===== src/rtl/alu_issue_if.sv =====
// Handshake bundle between the ALU issue stage and its surroundings: command
// input, the combinational ALU hookup, and the registered response slot.
interface alu_issue_if #(
    parameter int WIDTH = 8,
    parameter int CNTW  = 3
);
    logic             cmd_valid;
    logic             cmd_ready;
    logic [3:0]       cmd_opcode;
    logic [WIDTH-1:0] cmd_a;
    logic [WIDTH-1:0] cmd_b;

    logic [3:0]       alu_opcode;
    logic [WIDTH-1:0] alu_operand_a;
    logic [WIDTH-1:0] alu_operand_b;
    logic [WIDTH-1:0] alu_result;
    logic             alu_zero;
    logic             alu_carry;
    logic             alu_overflow;

    logic             rsp_valid;
    logic             rsp_ready;
    logic [WIDTH-1:0] rsp_result;
    logic             rsp_zero;
    logic             rsp_carry;
    logic             rsp_overflow;
    logic             rsp_illegal;
    logic [CNTW-1:0]  fifo_count;

    // Environment side: issues commands, hosts the ALU, consumes responses.
    modport master (
        output cmd_valid, cmd_opcode, cmd_a, cmd_b, rsp_ready,
               alu_result, alu_zero, alu_carry, alu_overflow,
        input  cmd_ready, alu_opcode, alu_operand_a, alu_operand_b,
               rsp_valid, rsp_result, rsp_zero, rsp_carry, rsp_overflow,
               rsp_illegal, fifo_count
    );

    // Issue stage side.
    modport slave (
        input  cmd_valid, cmd_opcode, cmd_a, cmd_b, rsp_ready,
               alu_result, alu_zero, alu_carry, alu_overflow,
        output cmd_ready, alu_opcode, alu_operand_a, alu_operand_b,
               rsp_valid, rsp_result, rsp_zero, rsp_carry, rsp_overflow,
               rsp_illegal, fifo_count
    );
endinterface


===== src/rtl/alu_issue_stage.sv =====
// Command FIFO and registered response slot in front of the 8-bit combinational
// ALU. Opcodes the ALU does not implement are answered with rsp_illegal set.
module alu_issue_stage #(
    parameter int WIDTH = 8,
    parameter int DEPTH = 4,
    parameter int CNTW  = 3
) (
    input logic        clock,
    input logic        reset_n,
    alu_issue_if.slave bus
);
    localparam int         PTRW    = $clog2(DEPTH);
    localparam logic [3:0] OP_LAST = 4'b0101;

    logic [3:0]       op_mem_r [DEPTH];
    logic [WIDTH-1:0] a_mem_r  [DEPTH];
    logic [WIDTH-1:0] b_mem_r  [DEPTH];
    logic [PTRW-1:0]  wr_ptr_r;
    logic [PTRW-1:0]  rd_ptr_r;
    logic [CNTW-1:0]  count_r;

    logic             rsp_valid_r;
    logic [WIDTH-1:0] rsp_result_r;
    logic             rsp_zero_r;
    logic             rsp_carry_r;
    logic             rsp_overflow_r;
    logic             rsp_illegal_r;

    logic full_s;
    logic empty_s;
    logic push_s;
    logic fire_s;
    logic illegal_s;

    assign full_s    = (count_r == CNTW'(DEPTH));
    assign empty_s   = (count_r == {CNTW{1'b0}});
    assign push_s    = bus.cmd_valid && !full_s;
    // A held response blocks issue unless it is being taken this very cycle.
    assign fire_s    = !empty_s && (!rsp_valid_r || bus.rsp_ready);
    assign illegal_s = (op_mem_r[rd_ptr_r] > OP_LAST);

    assign bus.cmd_ready    = !full_s;
    assign bus.fifo_count   = count_r;
    assign bus.rsp_valid    = rsp_valid_r;
    assign bus.rsp_result   = rsp_result_r;
    assign bus.rsp_zero     = rsp_zero_r;
    assign bus.rsp_carry    = rsp_carry_r;
    assign bus.rsp_overflow = rsp_overflow_r;
    assign bus.rsp_illegal  = rsp_illegal_r;

    // Present the FIFO head to the ALU, or all zeros when nothing is queued.
    always_comb begin
        bus.alu_opcode    = 4'h0;
        bus.alu_operand_a = {WIDTH{1'b0}};
        bus.alu_operand_b = {WIDTH{1'b0}};
        if (empty_s) begin
            bus.alu_opcode    = 4'h0;
            bus.alu_operand_a = {WIDTH{1'b0}};
            bus.alu_operand_b = {WIDTH{1'b0}};
        end else begin
            bus.alu_opcode    = op_mem_r[rd_ptr_r];
            bus.alu_operand_a = a_mem_r[rd_ptr_r];
            bus.alu_operand_b = b_mem_r[rd_ptr_r];
        end
    end

    // Command storage written at the tail on every accepted push.
    always_ff @(posedge clock or negedge reset_n) begin
        if (!reset_n) begin
            for (int i = 0; i < DEPTH; i++) begin
                op_mem_r[i] <= 4'h0;
                a_mem_r[i]  <= {WIDTH{1'b0}};
                b_mem_r[i]  <= {WIDTH{1'b0}};
            end
        end else if (push_s) begin
            op_mem_r[wr_ptr_r] <= bus.cmd_opcode;
            a_mem_r[wr_ptr_r]  <= bus.cmd_a;
            b_mem_r[wr_ptr_r]  <= bus.cmd_b;
        end
    end

    // Pointers wrap naturally because DEPTH is a power of two.
    always_ff @(posedge clock or negedge reset_n) begin
        if (!reset_n) begin
            wr_ptr_r <= {PTRW{1'b0}};
            rd_ptr_r <= {PTRW{1'b0}};
            count_r  <= {CNTW{1'b0}};
        end else begin
            if (push_s) begin
                wr_ptr_r <= wr_ptr_r + PTRW'(1);
            end
            if (fire_s) begin
                rd_ptr_r <= rd_ptr_r + PTRW'(1);
            end
            case ({push_s, fire_s})
                2'b10:   count_r <= count_r + CNTW'(1);
                2'b01:   count_r <= count_r - CNTW'(1);
                default: count_r <= count_r;
            endcase
        end
    end

    // Response slot: capture on issue, clear valid on drain, otherwise hold.
    always_ff @(posedge clock or negedge reset_n) begin
        if (!reset_n) begin
            rsp_valid_r    <= 1'b0;
            rsp_result_r   <= {WIDTH{1'b0}};
            rsp_zero_r     <= 1'b0;
            rsp_carry_r    <= 1'b0;
            rsp_overflow_r <= 1'b0;
            rsp_illegal_r  <= 1'b0;
        end else if (fire_s) begin
            rsp_valid_r <= 1'b1;
            if (illegal_s) begin
                rsp_result_r   <= {WIDTH{1'b0}};
                rsp_zero_r     <= 1'b0;
                rsp_carry_r    <= 1'b0;
                rsp_overflow_r <= 1'b0;
                rsp_illegal_r  <= 1'b1;
            end else begin
                rsp_result_r   <= bus.alu_result;
                rsp_zero_r     <= bus.alu_zero;
                rsp_carry_r    <= bus.alu_carry;
                rsp_overflow_r <= bus.alu_overflow;
                rsp_illegal_r  <= 1'b0;
            end
        end else if (rsp_valid_r && bus.rsp_ready) begin
            rsp_valid_r <= 1'b0;
        end
    end
endmodule

===== src/flat_wrapper.sv =====
// flat-port wrapper written by rule: the top's interface ports become plain ports
module alu_issue_stage_flat 
#(
    parameter int WIDTH = 8,
    parameter int DEPTH = 4,
    parameter int CNTW  = 3
)
  (clock, reset_n, bus_cmd_valid, bus_cmd_opcode, bus_cmd_a, bus_cmd_b, bus_rsp_ready, bus_alu_result, bus_alu_zero, bus_alu_carry, bus_alu_overflow, bus_cmd_ready, bus_alu_opcode, bus_alu_operand_a, bus_alu_operand_b, bus_rsp_valid, bus_rsp_result, bus_rsp_zero, bus_rsp_carry, bus_rsp_overflow, bus_rsp_illegal, bus_fifo_count);
  alu_issue_if #(.WIDTH(WIDTH), .CNTW(CNTW)) bus_i ();
  input logic clock;
  input logic reset_n;
  input wire logic [$bits(bus_i.cmd_valid)-1:0] bus_cmd_valid;
  input wire logic [$bits(bus_i.cmd_opcode)-1:0] bus_cmd_opcode;
  input wire logic [$bits(bus_i.cmd_a)-1:0] bus_cmd_a;
  input wire logic [$bits(bus_i.cmd_b)-1:0] bus_cmd_b;
  input wire logic [$bits(bus_i.rsp_ready)-1:0] bus_rsp_ready;
  input wire logic [$bits(bus_i.alu_result)-1:0] bus_alu_result;
  input wire logic [$bits(bus_i.alu_zero)-1:0] bus_alu_zero;
  input wire logic [$bits(bus_i.alu_carry)-1:0] bus_alu_carry;
  input wire logic [$bits(bus_i.alu_overflow)-1:0] bus_alu_overflow;
  output wire logic [$bits(bus_i.cmd_ready)-1:0] bus_cmd_ready;
  output wire logic [$bits(bus_i.alu_opcode)-1:0] bus_alu_opcode;
  output wire logic [$bits(bus_i.alu_operand_a)-1:0] bus_alu_operand_a;
  output wire logic [$bits(bus_i.alu_operand_b)-1:0] bus_alu_operand_b;
  output wire logic [$bits(bus_i.rsp_valid)-1:0] bus_rsp_valid;
  output wire logic [$bits(bus_i.rsp_result)-1:0] bus_rsp_result;
  output wire logic [$bits(bus_i.rsp_zero)-1:0] bus_rsp_zero;
  output wire logic [$bits(bus_i.rsp_carry)-1:0] bus_rsp_carry;
  output wire logic [$bits(bus_i.rsp_overflow)-1:0] bus_rsp_overflow;
  output wire logic [$bits(bus_i.rsp_illegal)-1:0] bus_rsp_illegal;
  output wire logic [$bits(bus_i.fifo_count)-1:0] bus_fifo_count;
  assign bus_i.cmd_valid = bus_cmd_valid;
  assign bus_i.cmd_opcode = bus_cmd_opcode;
  assign bus_i.cmd_a = bus_cmd_a;
  assign bus_i.cmd_b = bus_cmd_b;
  assign bus_i.rsp_ready = bus_rsp_ready;
  assign bus_i.alu_result = bus_alu_result;
  assign bus_i.alu_zero = bus_alu_zero;
  assign bus_i.alu_carry = bus_alu_carry;
  assign bus_i.alu_overflow = bus_alu_overflow;
  assign bus_cmd_ready = bus_i.cmd_ready;
  assign bus_alu_opcode = bus_i.alu_opcode;
  assign bus_alu_operand_a = bus_i.alu_operand_a;
  assign bus_alu_operand_b = bus_i.alu_operand_b;
  assign bus_rsp_valid = bus_i.rsp_valid;
  assign bus_rsp_result = bus_i.rsp_result;
  assign bus_rsp_zero = bus_i.rsp_zero;
  assign bus_rsp_carry = bus_i.rsp_carry;
  assign bus_rsp_overflow = bus_i.rsp_overflow;
  assign bus_rsp_illegal = bus_i.rsp_illegal;
  assign bus_fifo_count = bus_i.fifo_count;
  alu_issue_stage #(.WIDTH(WIDTH), .DEPTH(DEPTH), .CNTW(CNTW)) u_core (.clock(clock), .reset_n(reset_n), .bus(bus_i));
endmodule

===== config.mk =====
export PLATFORM = sky130hd
export DESIGN_NAME = alu_issue_stage_flat
export DESIGN_NICKNAME = d
export VERILOG_FILES = /design/src/rtl/alu_issue_if.sv /design/src/rtl/alu_issue_stage.sv /design/src/flat_wrapper.sv
export SDC_FILE = /design/constraint.sdc
export NUM_CORES = 1
export LEC_CHECK = 0
export ABC_AREA = 1
export CAP_MARGIN = 15
export CORE_MARGIN = 2
export CORE_UTILIZATION = 58
export CTS_CLUSTER_SIZE = 20
export DETAILED_ROUTE_END_ITERATION = 10
export PLACE_DENSITY = 0.85
export SLEW_MARGIN = 25
export SYNTH_ARGS = -nofsm -noshare
export SYNTH_HDL_FRONTEND = slang
export SYNTH_SLANG_ARGS = --single-unit

===== constraint.sdc =====
create_clock -name clock -period 3.2 [get_ports clock]
set_input_delay 0.32 -clock clock [delete_from_list [all_inputs] [get_ports clock]]
set_output_delay 0.32 -clock clock [all_outputs]
set_load 0.005 [all_outputs]

== Yosys cells after proc, flatten, opt, wreduce, memory -nomap -nowiden ==
Index checks and enable logic that the tools add are counted.

* Div/mod/pow operators: 0
* Bitwise logic cells: 2
* Multiply operators: 0
* Reductions and logical operators: 11
* Add/subtract/negate cells: 4
* Multiplexer cells: 27
* Equality and inequality tests: 3
* $lt $le $gt $ge: 4
* Shift operators: 0

{| class="wikitable"
|+ Operators by type and width
! kind !! count
|-
| $bwmux W32 || 2
|-
| $mux W8 || 8
|-
| $bmux W8 S2 || 2
|-
| $bwmux W16 || 1
|-
| $demux W8 S2 || 1
|-
| $mux W4 || 4
|-
| $bmux W4 S2 || 1
|-
| $demux W4 S2 || 1
|-
| $ge A3 B3 Y1 const B || 2
|-
| $mux W1 || 6
|-
| $not A2 Y3 || 2
|-
| $pmux W3 S2 || 1
|-
| $add A2 B1 Y2 const B || 2
|-
| $gt A4 B3 Y1 const B || 1
|-
| $logic_and A1 B1 Y1 || 4
|-
| $reduce_bool A2 Y1 || 2
|-
| $add A3 B1 Y3 const B || 1
|-
| $eq A3 B3 Y1 const B || 1
|-
| $logic_not A1 Y1 || 3
|-
| $logic_not A3 Y1 || 1
|-
| $lt A3 B1 Y1 const B || 1
|-
| $sub A3 B1 Y3 const B || 1
|-
| $eq A2 B1 Y1 const B || 1
|-
| $eq A2 B2 Y1 const B || 1
|-
| $logic_or A1 B1 Y1 || 1
|}

* Memories: 0
* Output and inout port bits: 37
* ROM bits: 0
* Bits in registers: 100
* Memory bits (writable): 0
* Latch bits: 0
* Logic and storage cells: 72
* Input bits: 35

== Longest topological paths before layout ==
* Depth in word-level cells: 6
* Gate-level depth with buffers: 10
* Mapped depth without buffers: 10

== Least setup slack after synthesis ==
OpenSTA, ideal clock, no wires.

* Path type: reg2reg
* Start: register u_core.count_r[0] (netlist: u_core.bus.fifo_count[0])
* End: register u_core.count_r[2] (netlist: u_core.bus.fifo_count[2])
* Period minus slack after synthesis: 1825 ps
* Setup time: 131 ps
* Path slack: 1375 ps
* Required time: 3069 ps
* Arrival: 1694 ps
* Stages on the path, launching flop included: 11
* Path through: dfrtp_1 inv_2 nand3_1 nand2_1 inv_1 ha_1 inv_1 fa_1 a21oi_1 o21ai_0 xor2_1

* Cells in the longest elaborated chain, start to end: 5
* Elaborated cells between the ends (all ways): 12

{| class="wikitable"
|+ RTL lines
! element !! RTL line !! source
|-
| start: declaration || alu_issue_stage.sv:20 || <nowiki>logic [CNTW-1:0] count_r;</nowiki>
|-
| start signal: assignment || alu_issue_stage.sv:87 || <nowiki>count_r <= {CNTW{1'b0}};</nowiki>
|-
| start signal: assignment || alu_issue_stage.sv:96 || <nowiki>2'b10: count_r <= count_r + CNTW'(1);</nowiki>
|-
| start signal: assignment || alu_issue_stage.sv:97 || <nowiki>2'b01: count_r <= count_r - CNTW'(1);</nowiki>
|-
| $logic_not A3 Y1 (*) || alu_issue_stage.sv:36 || <nowiki>assign empty_s = (count_r == {CNTW{1'b0}});</nowiki>
|-
| $logic_not A1 Y1 (*) || alu_issue_stage.sv:39 || <nowiki>assign fire_s = !empty_s && (!rsp_valid_r || bus.rsp_ready);</nowiki>
|-
| $logic_and A1 B1 Y1 (*) || alu_issue_stage.sv:39 ||
|-
| via u_core.fire_s || alu_issue_stage.sv:32 || <nowiki>logic fire_s;</nowiki>
|-
| $eq A2 B1 Y1 or $eq A2 B2 Y1 (tied branches) || alu_issue_stage.sv:95 || <nowiki>case ({push_s, fire_s})</nowiki>
|-
| $pmux W3 S2 or $reduce_bool A2 Y1 (tied branches) || n/a ||
|}

The timed path passes the listed nets; every way through them passes the cells marked *.
A chain may end at the register's enable or synchronous reset.

== Worst setup path after layout ==
* Start: register u_core.rd_ptr_r[1]
* End: output bus_alu_opcode[3]

* Cells in the longest elaborated chain, start to end: 5

{| class="wikitable"
|+ RTL lines
! element !! RTL line !! source
|-
| start: declaration || alu_issue_stage.sv:19 || <nowiki>logic [PTRW-1:0] rd_ptr_r;</nowiki>
|-
| start signal: assignment || alu_issue_stage.sv:86 || <nowiki>rd_ptr_r <= {PTRW{1'b0}};</nowiki>
|-
| start signal: assignment || alu_issue_stage.sv:93 || <nowiki>rd_ptr_r <= rd_ptr_r + PTRW'(1);</nowiki>
|-
| $not A2 Y3 (not written as such) || alu_issue_stage.sv:61 || <nowiki>bus.alu_opcode = op_mem_r[rd_ptr_r];</nowiki>
|-
| $bmux W4 S2 || alu_issue_stage.sv:61 ||
|-
| $mux W4 (not written as such) (2 in series) || alu_issue_stage.sv:61 ||
|-
| $mux W4 || alu_issue_stage.sv:56 || <nowiki>if (empty_s) begin</nowiki>
|-
| end: declaration || flat_wrapper.sv:22 || <nowiki>output wire logic [$bits(bus_i.alu_opcode)-1:0] bus_alu_opcode;</nowiki>
|}

No other way between the ends. The select of a mux whose other input is x is not followed.

==> run_results.csv <==
group,metric,value,unit
placed_design,port_buffers,71,
timing,grt_setup_unrepaired,"false",
yosys,syn_nets,607,
placed_design,place_hpwl,6.512,mm
yosys,yosys.cell_count.top_type,"nand2_1",
yosys,yosys.area.top_type,"dfrtp_1",
worst_hold_path,worstHoldPathType,"input pin to asynchronous set/reset pin",
route,wl_per_cell,14.59,microns
timing,max_slew_margin,0.4058,
global_routing,grt_pass1_vias,3838,
worst_setup_path,worstPathMaxFanout,20,
placed_design,dp_cells,714,
layout,utilization,0.7217,
clock_tree,clkSinkCount,100,
job,cap_violations,0,
clock_tree,htree_levels,3,
placed_design,gp_congestion,0.7906,
run_status,outcome,"finished clean",
yosys,synth_cell_types,20,
timing,finalHoldViolCount,0,
global_routing,antenna_found_initial,0,
yosys,synth_compound_area_frac,0.1488,
yosys,ys_seq_elements,100,
timing,fmax,0.3770,GHz
power_and_ir_drop,p_leak,2.723,nW
route,vias,3967,
die,chipWidth,93.13,microns
route,ant_nets,0,
clock_tree,tritoncts,"done",
die,ios,72,
power_and_ir_drop,powerDensity,1059,nW/um^2
yosys,yosys-top-cells-area,"dfrtp_1 (54%), o21ai_0 (11%), nand2_1 (11%)",
route,finalWirelength,10.65,mm
yosys,yosys.area_share.xor_xnor,0.007605,
global_routing,grt.total_usage,0.2574,
route,viasPerCell,5.434,
yosys,synthSimpleGateAreaFrac,0.1985,
global_routing,grt_pass1_wl,17.65,mm
power_and_ir_drop,p_total,0.005904,W
clock_tree,cts_resized,0,
clock_tree,cts_setup_buffers,0,
layout,nFillCells,589,
yosys,synthAdderAreaFrac,0.01793,
die,initial_utilization,0.5962,
yosys,synth_top_area_share,0.5432,
clock_tree,ctsHoldBuffers,0,
yosys,synth_ff_type,"dfrtp_1",
timing,setup-violations-final,0,
die,chipHeight,93.13,microns
clock_tree,cts_buffer_depth,2,
worst_setup_path,start_kind,"register",
yosys,synth_edf_count,0,
route,drc,0,
yosys,postSynthCellCount,566,
yosys,avgSynthCellArea,8.139,sq um
layout,multi_input_area,1718,sq um
yosys,async_flop_share,1.000,
layout,num_antenna_cells,0,
yosys,synth_top_family_by_area,"simple AND/OR/NAND/NOR gates",
timing,fin_crit,2.653,ns
placed_design,dpl-instance-area,5315,sq um
timing,tns,0,ns
yosys,seq_area_frac_synth,0.5432,
layout,stdcell_area,5577,sq um
clock_tree,root_buffer,"clkbuf_8",
timing,clock_skew,0.01044,ns
layout,seq_area,2502,sq um
timing,finalCritPeriodShare,0.8290,
timing,worst_slew_pin_slew,0.8891,ns
layout,layout.nets,664,
layout,syn2layout_area_growth,21.05,%
layout,drive_above_1_share,0.05255,
worst_setup_path,end_kind,"output port",
worst_setup_path,crit_type,"register to output port",
global_routing,grt_max_degree,86,
clock_tree,clk_latency,0.36,ns
layout,stdcell_count,730,
route,drt-pass1-iter-count,5,
clock_tree,clk_pin_slew,0.10,ns
yosys,syn_area,4607,sq um
die,placementRows,32,
global_routing,gr-total-overflow,0,
timing,drv_slew,0,
clock_tree,cts_buffers,9,
yosys,yosysWarnings,0,
worst_setup_path,required,2.88,ns
worst_setup_path,cp.arrival,2.33,ns
yosys,synth.top_cells.by_count,"nand2_1 (129), o21ai_0 (103), dfrtp_1 (100)",
die,core_region_area,7727,sq um
yosys,synthMuxAreaShare,0,
power_and_ir_drop,ir_drop,0.5565,mV
route,drt-initial-drc-count,351,
die,die_area,8672,sq um
==> registers in the layout, indices dropped and copies added (netlist names) <==
name                     cells
u_core.a_mem_r              32
u_core.b_mem_r              32
u_core.op_mem_r             16
u_core.bus.rsp_result        8
u_core.bus.fifo_count        3
u_core.rd_ptr_r              2
u_core.wr_ptr_r              2
u_core.bus.rsp_carry         1
u_core.bus.rsp_illegal       1
u_core.bus.rsp_overflow      1
u_core.bus.rsp_valid         1
u_core.bus.rsp_zero          1
==> final timing paths <==
| check | slack (ns) | cells past startpoint | startpoint | endpoint |
|---|---|---|---|---|
| worst max-delay path | 0.55 | 5 | u_core.rd_ptr_r[1] | bus_alu_opcode[3] |
| worst min-delay path | 0.01 | 1 | reset_n | u_core.b_mem_r[17] |
| worst max register to register | 1.10 | 11 | u_core.bus.fifo_count[0] | u_core.bus.fifo_count[2] |
| worst min register to register | 0.49 | 2 | u_core.b_mem_r[2] | u_core.b_mem_r[2] |
| max in group asynchronous | 2.44 | 2 | reset_n | u_core.rd_ptr_r[0] |
| min in group clock | 0.49 | 2 | u_core.b_mem_r[2] | u_core.b_mem_r[2] |
==> placed cells by master, fill, tap and decap left out <==
cell type | Yosys | routed
a21oi_1 | 20 | 20
inv_2 | 3 | 3
inv_1 | 48 | 48
xor2_1 | 3 | 3
nand3_2 | 1 | 1
buf_4 | 2 | 9
buf_6 | 5 | 1
fa_1 | 1 | 1
o21ai_1 | 14 | 14
clkdlybuf4s50_1 | 0 | 70
ha_1 | 5 | 5
nand3_1 | 18 | 18
o21ai_0 | 103 | 103
nand2_1 | 129 | 129
inv_6 | 0 | 1
nand2_2 | 3 | 3
bufinv_16 | 0 | 3
dfrtp_1 | 100 | 100
xnor2_1 | 1 | 1
clkbuf_8 | 0 | 11
clkinvlp_4 | 0 | 1
nor2_1 | 83 | 83
==> through the flow <==
step,setup WS [ns],hold slack [ns]
6_report,0.5473,0.009592
5_1_grt,0.3589,0.05163
4_1_cts,0.5324,0.1850
3_5_place_dp,0.7945,0.4709
3_3_place_gp,0.8527,0.4604
2_1_floorplan,1.375,0.02441
==> power by group <==
group	internal, W	total, W	switching, W	leakage [nW]
clock network	0.000565	0.000996	0.000431	0.126
logic	0.00124	0.00275	0.00151	1.35
registers	0.00184	0.00216	0.000319	1.25
==> logic make-up after synthesis <==
kind of cell	after synthesis
adder cells (fa/ha/maj)	6
AND/OR/NAND/NOR	234
flip-flops	100
buffers and inverters	85
XOR/XNOR	4
AO/OA/AOI/OAI	137
==> per-layer routing <==
metal | part of all wire | global-route usage | wire, microns
met1 | 0.40 | 0.3213 | 4293
met2 | 0.53 | 0.4559 | 5629
met3 | 0.056 | 0.05238 | 595
met4 | 0.013 | 0.07230 | 135
met5 | 0 | 0 | 0
==> worst max-delay path, stage by stage (launching register included) <==
cell and delay [ns]:
dfrtp_1 0.39, inv_1 0.58, nand3_1 0.18, nand2_2 0.26
nor2_1 0.07, clkdlybuf4s50_1 0.49
==> final cells by class <==
cell class              instances  area share
clock inverters                 5     0.01907
clock buffers                  11     0.02715
multi-input cells             381      0.3081
inverters                      51     0.03433
well taps                     102     0.02289
repair buffers                 80      0.1398
flip-flops and latches        100      0.4487
(Power assumes the default switching activity.)
